**src/rtl/dmem_responder.sv**
```systemverilog
// Data-memory responder: serves 4-beat line-fill reads and single-word byte-masked
// writes from a synchronous SRAM, with a programmable number of wait states.
module dmem_responder #(
  parameter int ADDR_W   = 14,
  parameter int WAIT_CYC = 2
) (
  input  logic              clk,
  input  logic              rst,
  input  logic              D_req_read,
  input  logic [31:0]       D_addr,
  input  logic [31:0]       D_in,
  input  logic [3:0]        D_strb,
  output logic [31:0]       D_out,
  output logic              D_wait,
  output logic              mem_cs,
  output logic              mem_oe,
  output logic [3:0]        mem_web,
  output logic [ADDR_W-1:0] mem_addr,
  output logic [31:0]       mem_di,
  input  logic [31:0]       mem_do
);

  typedef enum logic [2:0] {
    IDLE, RD_WAIT, RD_BURST, RD_LAST, WR_WAIT, WR_EXEC
  } state_t;

  localparam logic [3:0] WAIT_LAST = 4'((WAIT_CYC == 0) ? 0 : WAIT_CYC - 1);

  state_t              state_q, state_d;
  logic [1:0]          beat_q, beat_d;
  logic [3:0]          wcnt_q, wcnt_d;
  logic [ADDR_W-1:0]   addr_q, addr_d;
  logic [31:0]         data_q, data_d;
  logic [3:0]          strb_q, strb_d;
  logic                dwait_q, dwait_d;
  logic                rd_vld_q, rd_vld_d;
  logic                cs_q, cs_d;
  logic                oe_q, oe_d;
  logic [3:0]          web_q, web_d;
  logic [ADDR_W-1:0]   maddr_q, maddr_d;
  logic [31:0]         di_q, di_d;
  logic                unused_addr_bits_s;

  assign unused_addr_bits_s = ^{D_addr[31:ADDR_W+2], D_addr[1:0]};

  // Next-state, request latching and next values of the registered SRAM/handshake outputs
  always_comb begin
    state_d  = state_q;
    beat_d   = beat_q;
    wcnt_d   = wcnt_q;
    addr_d   = addr_q;
    data_d   = data_q;
    strb_d   = strb_q;
    case (state_q)
      IDLE: begin
        beat_d = 2'd0;
        wcnt_d = 4'd0;
        if (D_req_read) begin
          addr_d  = D_addr[ADDR_W+1:2];
          data_d  = D_in;
          strb_d  = D_strb;
          state_d = (WAIT_CYC == 0) ? RD_BURST : RD_WAIT;
        end else if (D_strb != 4'hF) begin
          addr_d  = D_addr[ADDR_W+1:2];
          data_d  = D_in;
          strb_d  = D_strb;
          state_d = (WAIT_CYC == 0) ? WR_EXEC : WR_WAIT;
        end else begin
          state_d = IDLE;
        end
      end
      RD_WAIT: begin
        if (wcnt_q == WAIT_LAST) begin
          state_d = RD_BURST;
        end else begin
          wcnt_d = wcnt_q + 4'd1;
        end
      end
      RD_BURST: begin
        if (beat_q == 2'd3) begin
          state_d = RD_LAST;
        end else begin
          beat_d = beat_q + 2'd1;
        end
      end
      RD_LAST: state_d = IDLE;
      WR_WAIT: begin
        if (wcnt_q == WAIT_LAST) begin
          state_d = WR_EXEC;
        end else begin
          wcnt_d = wcnt_q + 4'd1;
        end
      end
      WR_EXEC: state_d = IDLE;
      default: state_d = IDLE;
    endcase

    cs_d     = 1'b0;
    oe_d     = 1'b0;
    web_d    = 4'hF;
    maddr_d  = '0;
    di_d     = 32'h0;
    dwait_d  = 1'b1;
    rd_vld_d = 1'b0;
    // Outputs are registered, so they are derived from the state being entered.
    if (state_d == RD_BURST) begin
      cs_d    = 1'b1;
      oe_d    = 1'b1;
      maddr_d = {addr_d[ADDR_W-1:2], beat_d};
    end else if (state_d == WR_EXEC) begin
      cs_d    = 1'b1;
      web_d   = strb_d;
      di_d    = data_d;
      maddr_d = addr_d;
      dwait_d = 1'b0;
    end else begin
      cs_d = 1'b0;
    end
    if (state_q == RD_BURST) begin
      dwait_d  = 1'b0;
      rd_vld_d = 1'b1;
    end else begin
      rd_vld_d = 1'b0;
    end
  end

  // State, latched request and output registers with synchronous reset
  always_ff @(posedge clk) begin
    if (rst) begin
      state_q  <= IDLE;
      beat_q   <= 2'd0;
      wcnt_q   <= 4'd0;
      addr_q   <= '0;
      data_q   <= 32'h0;
      strb_q   <= 4'h0;
      dwait_q  <= 1'b1;
      rd_vld_q <= 1'b0;
      cs_q     <= 1'b0;
      oe_q     <= 1'b0;
      web_q    <= 4'hF;
      maddr_q  <= '0;
      di_q     <= 32'h0;
    end else begin
      state_q  <= state_d;
      beat_q   <= beat_d;
      wcnt_q   <= wcnt_d;
      addr_q   <= addr_d;
      data_q   <= data_d;
      strb_q   <= strb_d;
      dwait_q  <= dwait_d;
      rd_vld_q <= rd_vld_d;
      cs_q     <= cs_d;
      oe_q     <= oe_d;
      web_q    <= web_d;
      maddr_q  <= maddr_d;
      di_q     <= di_d;
    end
  end

  // SRAM data lands one cycle after issue, so beats pass straight through.
  assign D_out    = rd_vld_q ? mem_do : 32'h0;
  assign D_wait   = dwait_q;
  assign mem_cs   = cs_q;
  assign mem_oe   = oe_q;
  assign mem_web  = web_q;
  assign mem_addr = maddr_q;
  assign mem_di   = di_q;

endmodule

```
**config.mk**
```make
export PLATFORM = sky130hd
export DESIGN_NAME = dmem_responder
export DESIGN_NICKNAME = d
export VERILOG_FILES = /design/src/rtl/dmem_responder.sv
export SDC_FILE = /design/constraint.sdc
export NUM_CORES = 1
export LEC_CHECK = 0
export ABC_AREA = 1
export CAP_MARGIN = 40
export CELL_PAD_IN_SITES_DETAIL_PLACEMENT = 0
export CELL_PAD_IN_SITES_GLOBAL_PLACEMENT = 1
export CORE_AREA = 4 4 125 127
export CTS_BUF_LIST = sky130_fd_sc_hd__clkbuf_16
export CTS_CLUSTER_DIAMETER = 50
export CTS_CLUSTER_SIZE = 16
export DETAILED_ROUTE_END_ITERATION = 16
export DIE_AREA = 0 0 129 131
export PLACE_DENSITY = 0.95
export REMOVE_ABC_BUFFERS = 1
export SLEW_MARGIN = 20
export SYNTH_ARGS = -nofsm -noshare
export SYNTH_HDL_FRONTEND = slang
export SYNTH_SLANG_ARGS = --single-unit
```
**constraint.sdc**
```tcl
create_clock -name clk -period 3.6 [get_ports clk]
set_input_delay 0.72 -clock clk [delete_from_list [all_inputs] [get_ports clk]]
set_output_delay 0.72 -clock clk [all_outputs]
set_load 0.005 [all_outputs]
```
Yosys cells after proc, flatten, opt, wreduce, memory -nomap -nowiden --
Cells that the tools add are included.
Operators by class: eq/ne operators 9, add/subtract/negate cells 2, reductions and logical operators 5, bitwise gates (word level) 1, mux-type cells 29
Operators by type and width (number):
- $mux W32 | 4
- $mux W14 | 5
- $mux W4 | 4
- $mux W3 | 5
- $pmux W3 S4 | 1
- $pmux W4 S2 | 1
- $mux W1 | 7
- $eq A3 B2 Y1 const B | 2
- $eq A3 B3 Y1 const B | 2
- $add A4 B1 Y4 const B | 1
- $eq A4 B1 Y1 const B | 1
- $ne A4 B4 Y1 const B | 1
- $pmux W2 S2 | 1
- $eq A3 B1 Y1 const B | 1
- $logic_not A3 Y1 | 1
- $reduce_or A3 Y1 | 1
- $add A2 B1 Y2 const B | 1
- $eq A2 B2 Y1 const B | 1
- $mux W2 | 1
- $ne A2 B2 Y1 const B | 1
- $reduce_and A2 Y1 | 1
- $reduce_bool A2 Y1 | 1
- $reduce_or A2 Y1 | 1
- $not A1 Y1 | 1
Storage, ports and cells: input bits 103, register bits 113, output and inout port bits 85, word-level logic and storage cells 59

Logic depth before layout (Yosys ltp) --
Gate-level depths: netlist of the first run.
word-level depth 8, mapped depth 10, depth with buffers taken out 9

Worst setup path after synthesis of the first run --
Ideal clock, no wire load.
kind in2reg, start input rst, end register maddr_q[10], in the netlist mem_addr[10], data required time 3.534 ns, library setup time 0.066 ns, path buffers 3, cell stages on the path 6, slack 1.890 ns, data arrival time 1.644 ns, cells stage by stage buf_2 -> inv_1 -> clkbuf_1 -> buf_2 -> nand3_2 -> a21oi_2
RTL lines:
- from (decl) | line 8 | input logic rst,
- to (signal assigned) | line 155 | maddr_q <= maddr_d;
- to (decl) | line 40 | logic [ADDR_W-1:0] maddr_q, maddr_d;

Final worst setup path of the first run --
start input mem_do[21], end output D_out[21]
Between the ends: longest elaborated chain between the ends 1
RTL lines:
- from (decl) | line 20 | input logic [31:0] mem_do
- $mux W32 | line 161 | assign D_out = rd_vld_q ? mem_do : 32'h0;
- to (decl) | line 13 | output logic [31:0] D_out,
No other way between the ends.

==> impl_metrics.tcl, run 1 <==
set metrics [dict create \
    outcome "finished, final reports clean" \
    drt_iter0_markers 132 \
    synth_top_area_share_pct 49.8 \
    ir_drop_mv 0.316 \
    ys_ff_latch 113 \
    cts_setup_buffers 0 \
    reg2reg_depth 7 \
    io_buffers 169 \
    critical_path_arrival_ns 1.82 \
    wl_per_cell_um 11.3 \
    wirelength_um 11200 \
    synth_cell_types 26 \
    synthTopCellsByArea "dfxtp_1 50%, inv_1 15%, nand2_1 10%, nand3_1 5.7%, nor2_1 4.6%" \
    crit_fanout 1 \
    ys_seq_area_share_pct 49.8 \
    cts_tree "built" \
    fin_nets 899 \
    tns_ns 0 \
    clkTransAtPathRegs_ns 0.05 \
    routabilityCongestion 0.761 \
    via_per_inst 4.04 \
    endpoint_kind "primary output" \
    p_total_mw 3.71 \
    clockRootBuffer "clkbuf_16" \
    cts_buffer_depth 2 \
    synth_top_area_cell "dfxtp_1" \
    p_leak_nw 3.52 \
    coreArea_mm2 0.0144 \
    crit_type "input port to primary output" \
    max_slew_margin_pct 56.1 \
    synth-edff-count 0 \
    hold_path.class "flop to flop" \
    r2r_end "mem_di[30]" \
    post-route-min-period_ns 2.54 \
    post-route-drc-count 0 \
    grt_max_degree 56 \
    io_pins 188 \
    drive_above_1_share_pct 9.91 \
    cts_hold_buf 0 \
    hold_violations 0 \
    critPathLaunchType "input port" \
    dr.pass1.iters 4 \
    die_h_um 131 \
    worst_pin_slew_ns 0.659 \
    cts_resized 0 \
    reg2reg_from "state_q[2]" \
    area_delta_synth_final_pct 52.4 \
    dp_hpwl_um 7980 \
    vias 4004 \
    worstHoldPathCells 2 \
    cp.required_ns 2.88 \
    fin_skew_ns 0.00607 \
    clock_latency_ns 0.41 \
    rows 44 \
    ys_async_sr_fraction_pct 0 \
    start_util_pct 31.5 \
    cts-htree-levels 4 \
    gr-usage-all-layers_pct 13.6 \
    post-synth-top-count-cell "inv_1" \
    setup_viol 0 \
    powerDensity_mw_per_mm2 536 \
    yosysWarnings 0 \
    die_w_um 129 \
    drtAntennaViolNets 0 \
    grt_antenna_before_repair 0 \
    synth_flop_cell "dfxtp_1" \
    cts_made_buffers 17 \
    r2r_slack_ns 1.53 \
    diodes 0 \
    grt_pass1_vias 3846 \
    grt_pass1_wl_um 18000 \
    clock-sinks 113 \
    overflow 0 \
    finalCritPeriodShare_pct 70.6 \
    synth_common_cells "182 x inv_1, 126 x nand2_1, 113 x dfxtp_1, 56 x nor2_1, 52 x nand3_1" \
    synth_area_mm2 0.00454 \
    rsz0062_at_grt "no" \
    fmax_ghz 0.394 \
    dieArea_mm2 0.0169 \
    finalMaxSlewViolations 0 \
    avgSynthCellArea_um2 7.28 \
    syn_inst 624 \
    maxCapViolCount 0 \
    hold_start "strb_q[2]" \
    hold_end "mem_web[2]" \
]
[layout make-up]
cell class | instances | area, um2
Clock buffer | 17 | 425
Tap cell | 184 | 230
Multi-Input combinational cell | 299 | 1410
Inverter | 186 | 698
Timing Repair Buffer | 177 | 1770
Sequential cell | 113 | 2260
Clock inverter | 15 | 120
Fill cell | 1457 | 7500
[layer usage]
layer  wire, um  vias up  global-route usage (%)
met3       1400       17                    7.80
met4        237        0                    5.06
li1           -     2130                       -
met1       4570     1703                    14.5
met5          0        -                       0
met2       4960      154                    22.6
[cells in the final DEF, fill, tap and decap left out]
master             n
inv_2              4
clkinv_2           3
o21bai_2           1
a21oi_1           12
dfxtp_1          113
nand2_4            1
inv_1            181
o21ai_2            3
nand3_2            9
clkbuf_16         17
buf_4              6
nand3b_1           1
buf_8              1
nand2_2            9
nor3_2             2
nand4_1            2
nand2_1          126
nand3_1           52
clkinvlp_4         5
clkinv_4           2
buf_12             1
nor2_1            56
bufinv_16          1
inv_6              1
o21ai_1            3
a21oi_2            7
nor3_1             2
nor2_2             5
ha_1               2
clkinv_1           4
or2_2              2
o21ai_0            4
clkdlybuf4s50_1  169
[stage by stage]
stage                     utilization [%]  cell area [um2]  hold slack (ns)  instances  setup slack, ns
final                                48.0             6920            0.461        991             1.06
after global routing                 48.0             6920            0.486        991            0.973
after CTS                            48.0             6920            0.465        991             1.04
after detailed placement             44.2             6380            0.450        959            0.846
after global placement               44.1             6360            0.447        958            0.853
after floorplan                         -             4370            0.435        598             1.27
[sequential cells by signal, indices dropped and copies added (netlist names)]
signal / count
D_wait: 1
addr_q: 14
beat_q: 2
data_q: 32
mem_addr: 14
mem_cs: 1
mem_di: 32
mem_oe: 1
mem_web: 4
rd_vld_q: 1
state_q: 3
strb_q: 4
wcnt_q: 4
[how the worst max path moves through the flow]
stage / from / end / cells past startpoint
floorplan: D_strb[2] / mem_di[0] / 9
global placement: D_req_read / mem_di[4] / 7
global route: rd_vld_q / D_out[27] / 4
detailed placement: D_req_read / mem_di[8] / 7
CTS: mem_do[0] / D_out[0] / 4
finish: mem_do[21] / D_out[21] / 4
[report_power, final]
part	switching [mW]	leakage [nW]	internal, mW	total, mW
Clock	0.583	0.254	0.937	1.52
Combinational	0.439	2.34	0.309	0.748
Sequential	0.0473	0.926	1.40	1.44
Total	1.07	3.52	2.64	3.71
[worst max-delay path, stage by stage]
cell             delay, ns
clkdlybuf4s50_1       0.45
nand2_1               0.05
inv_1                 0.10
clkdlybuf4s50_1       0.50
[cell families (layout without fill, tap and decap cells)]
family | Yosys count | in the layout | share of synthesized area, %
compound gates | 30 | 30 | 4.27
fa+ha+maj | 2 | 2 | 0.551
buf+inv | 212 | 395 | 19.0
flops | 113 | 113 | 49.8
simple gates | 267 | 267 | 26.3
Note: power is estimated with default switching activity, not from simulation.
==> run 2, diff against run 1 <==
Settings changed: CORE_AREA 4 4 125 127 to 4 4 131 133, DIE_AREA 0 0 129 131 to 0 0 135 137, PLACE_DENSITY 0.95 to 0.89.
Clock period 3.6 ns to 2.5 ns, I/O delays scaled along.
==> impl_metrics.tcl, run 2 (synthesis gave the netlist of run 1 again) <==
set metrics [dict create \
    outcome "finished, final reports clean" \
    die_w_um 135 \
    overflow 0 \
    grt_pass1_wl_um 18300 \
    rsz0062_at_grt "no" \
    dr.pass1.iters 4 \
    grt_antenna_before_repair 0 \
    hold_violations 0 \
    routabilityCongestion 0.733 \
    cp.required_ns 2.00 \
    fmax_ghz 0.455 \
    cts_tree "built" \
    finalCritPeriodShare_pct 88.0 \
    instances_no_fill 1027 \
    post-route-drc-count 0 \
    cts_buffer_depth 2 \
    critical_path_arrival_ns 1.70 \
    coreArea_mm2 0.0158 \
    clkTransAtPathRegs_ns 0.05 \
    hold_start "strb_q[3]" \
    drt_iter0_markers 157 \
    fin_nets 903 \
    reg2reg_from "wcnt_q[0]" \
    rows 46 \
    grt_pass1_vias 3814 \
    cts_hold_buf 0 \
    clock-sinks 113 \
    wirelength_um 11400 \
    tns_ns 0 \
    drtAntennaViolNets 0 \
    powerDensity_mw_per_mm2 775 \
    diodes 0 \
    io_pins 188 \
    maxCapViolCount 0 \
    dp.cells 995 \
    pwr-share-seq_pct 38.2 \
    cts_setup_buffers 0 \
    post-route-util_pct 44.3 \
    power_frac_comb_pct 20.5 \
    final_cell_mix "183 x inv_1, 169 x clkdlybuf4s50_1, 126 x nand2_1" \
    hold_path.class "flop to flop" \
    crit_type "flop to primary output" \
    gr-usage-all-layers_pct 12.4 \
    internal_power_mw 3.91 \
    io_buffers 169 \
    p_leak_nw 3.57 \
    start_util_pct 28.7 \
    switching_share_pct 27.9 \
    clockRootBuffer "clkbuf_16" \
    endpoint_kind "primary output" \
    cts_resized 0 \
    setup_viol 0 \
    dieArea_mm2 0.0185 \
    layout.cells.most_common "inv_1" \
    worst_pin_slew_ns 0.460 \
    startpoint "rd_vld_q" \
    cts-htree-levels 4 \
    die_h_um 137 \
    grt_max_degree 33 \
    p_sw_mw 1.52 \
    ir_drop_mv 0.450 \
    crit_fanout 32 \
    fin_skew_ns 0.00430 \
    clock_latency_ns 0.40 \
    wl_per_cell_um 11.1 \
    via_per_inst 3.89 \
    cts_made_buffers 17 \
    finalMaxSlewViolations 0 \
    max_slew_margin_pct 69.3 \
    vias 3999 \
    drive_above_1_share_pct 10.2 \
    post-route-min-period_ns 2.20 \
    critPathLaunchType "flop" \
    dp_hpwl_um 8260 \
    area_delta_synth_final_pct 54.3 \
    clockPowerShare_pct 41.2 \
]
-- run 2: changes by cell type in the layout (fill, tap and decap cells not counted), sizes merged --
cell,delta
inv,+2
bufinv,+1
buf,+4
clkinvlp,-3
-- run 2: final cells by class --
| type | instances | area, um2 |
|---|---|---|
| fillers | 1590 | 8820 |
| flip-flops and latches | 113 | 2260 |
| repair buffers | 181 | 1810 |
| multi-input cells | 299 | 1410 |
| inverters | 186 | 698 |
| clock buffers | 17 | 425 |
| well taps | 216 | 270 |
| clock inverters | 15 | 128 |
-- run 2: path summary, 6_finish.rpt --
check             cells past startpoint  slack (ns)           to
setup / recovery                      4        0.30    D_out[14]
hold / removal                        2        0.47   mem_web[3]
setup reg to reg                      8        0.69  mem_addr[5]
hold reg to reg                       2        0.47   mem_web[3]
-- run 2: stage by stage --
| step | worst slack (ns) | hold slack [ns] | cell area [um2] | total power, mW |
|---|---|---|---|---|
| finish | 0.301 | 0.470 | 7000 | 5.43 |
| floorplan | 0.390 | 0.435 | 4370 | 2.78 |
| global route | 0.149 | 0.486 | 7000 | 5.76 |
| CTS | 0.256 | 0.477 | 7000 | 5.52 |
| global placement | 0.298 | 0.452 | 6450 | 3.23 |
| detailed placement | 0.295 | 0.461 | 6450 | 3.25 |
-- run 2: per-layer routing --
metal	vias up	share of wire, %	wire length [um]	track usage, %
met3	9	11	1250	6.32
met2	140	46	5230	21.0
li1	2132	-	-	-
met5	-	0	0	0
met1	1718	42	4780	14.1
met4	0	0.82	93	3.02
-- run 2: power by group through the flow --
stage          clock (mW)  sequential (mW)  combinational, mW
2_1_floorplan           0             2.11              0.673
3_3_place_gp            0             2.11               1.12
3_5_place_dp            0             2.11               1.13
4_1_cts              2.30             2.08               1.14
5_1_grt              2.39             2.10               1.28
6_report             2.24             2.08               1.11
-- run 2: worst max-delay path: stages, from the launching register on --
cell	delay, ns
dfxtp_1	0.30
buf_4	0.28
nand2_1	0.14
inv_1	0.08
clkdlybuf4s50_1	0.49
==> run 3, diff against run 2 <==
Settings changed: SETUP_SLACK_MARGIN set to 0.4.
==> impl_metrics.tcl, run 3 (synthesis gave the netlist of run 1 again) <==
set metrics [dict create \
    coreArea_mm2 0.0158 \
    cts_hold_buf 0 \
    critPathLaunchType "flop" \
    p_total_mw 5.44 \
    overflow 0 \
    ir_drop_mv 0.445 \
    fmax_ghz 0.486 \
    p_leak_nw 3.88 \
    grt_pass1_vias 3849 \
    setup_viol 0 \
    wl_per_cell_um 11.4 \
    io_buffers 169 \
    grt_max_degree 28 \
    drtAntennaViolNets 0 \
    max_slew_margin_pct 69.0 \
    crit_fanout 8 \
    clock_latency_ns 0.40 \
    routabilityCongestion 0.733 \
    endpoint_kind "primary output" \
    diodes 0 \
    die_w_um 135 \
    post-route-min-period_ns 2.06 \
    grt_antenna_before_repair 0 \
    cts_tree "built" \
    cts_buffer_depth 2 \
    final_cell_mix "183 x inv_1, 155 x clkdlybuf4s50_1, 126 x nand2_1" \
    clockRootBuffer "clkbuf_16" \
    start_util_pct 28.7 \
    clkTransAtPathRegs_ns 0.05 \
    maxCapViolCount 0 \
    cp.required_ns 2.00 \
    via_per_inst 3.93 \
    crit_type "flop to primary output" \
    r2r_slack_ns 0.69 \
    fin_skew_ns 0.00443 \
    hold_violations 0 \
    dr.pass1.iters 4 \
    powerDensity_mw_per_mm2 761 \
    nFillCells 1574 \
    io_pins 188 \
    die_h_um 137 \
    dp_hpwl_um 8260 \
    clock-sinks 113 \
    area_delta_synth_final_pct 57.4 \
    outcome "finished, final reports clean" \
    wirelength_um 11800 \
    finalMaxSlewViolations 0 \
    rsz0062_at_grt "yes" \
    post-route-drc-count 0 \
    fin_nets 908 \
    gr-usage-all-layers_pct 12.6 \
    layout.cells.most_common "inv_1" \
    finalCritPeriodShare_pct 82.3 \
    rows 46 \
    cts_made_buffers 17 \
    grt_pass1_wl_um 18500 \
    hold_path.class "flop to flop" \
    cts-htree-levels 4 \
    worst_pin_slew_ns 0.465 \
    dieArea_mm2 0.0185 \
    drive_above_1_share_pct 10.9 \
    critical_path_arrival_ns 1.56 \
    drt_iter0_markers 160 \
    vias 4056 \
    tns_ns 0 \
]
==> run 3: cell types whose count changed in the layout (fill, tap and decap cells not counted) <==
cell | before | now
dlymetal6s2s_1 | 0 | 14
clkbuf_16 | 17 | 19
buf_16 | 0 | 1
buf_12 | 2 | 3
dfxtp_4 | 0 | 1
dfxtp_1 | 113 | 112
buf_4 | 10 | 11
clkdlybuf4s50_1 | 169 | 155
==> run 3: critical path, cell delays in order, from the launching register on <==
cell and delay, ns:
dfxtp_4 0.40, clkbuf_16 0.17, nand2_1 0.05, inv_1 0.04
clkdlybuf4s50_1 0.49
==> run 3: final timing paths <==
check / end / start / depth (start not counted)
hold reg to reg: mem_web[3] / strb_q[3] / 2
setup reg to reg: mem_addr[5] / wcnt_q[0] / 8
setup / recovery: D_out[22] / rd_vld_q / 4
hold / removal: mem_web[3] / strb_q[3] / 2
==> run 3: metrics by stage <==
step	std cells	hold WS [ns]	instance area (um2)	setup WS (ns)	util (%)
2_1_floorplan	598	0.435	4370	0.390	-
3_3_place_gp	995	0.452	6450	0.298	40.8
3_5_place_dp	995	0.461	6450	0.295	40.8
4_1_cts	1028	0.477	7050	0.388	44.5
5_1_grt	1032	0.486	7150	0.359	45.2
6_report	1032	0.470	7150	0.442	45.2
==> run 3: power breakdown <==
part	switching, mW	internal, mW
registers	0.0678	2.01
clock network	0.804	1.43
logic	0.651	0.474
total	1.52	3.92
==> run 3: repair_timing <==
item / in CTS / in global routing
pin swaps: 0 / 0
cloned: 1 / 2
gates resized for setup: 6 / 14
setup endpoints to repair: 32 / 20
setup buffers: 0 / 2
==> run 3: per-layer routing <==
layer | track usage, % | share of wire, % | up-vias
met3 | 6.29 | 10 | 9
met1 | 14.1 | 42 | 1765
met5 | 0 | 0 | -
met2 | 21.5 | 47 | 136
li1 | - | - | 2146
met4 | 3.02 | 0.80 | 0
==> run 3: cell type report <==
type	count	area [um2]	share of cell area [%]
Tap cell	216	270	3.78
Multi-Input combinational cell	299	1410	19.8
Sequential cell	113	2270	31.7
Inverter	186	698	9.77
Clock inverter	15	128	1.79
Timing Repair Buffer	186	1950	27.2
Clock buffer	17	425	5.95
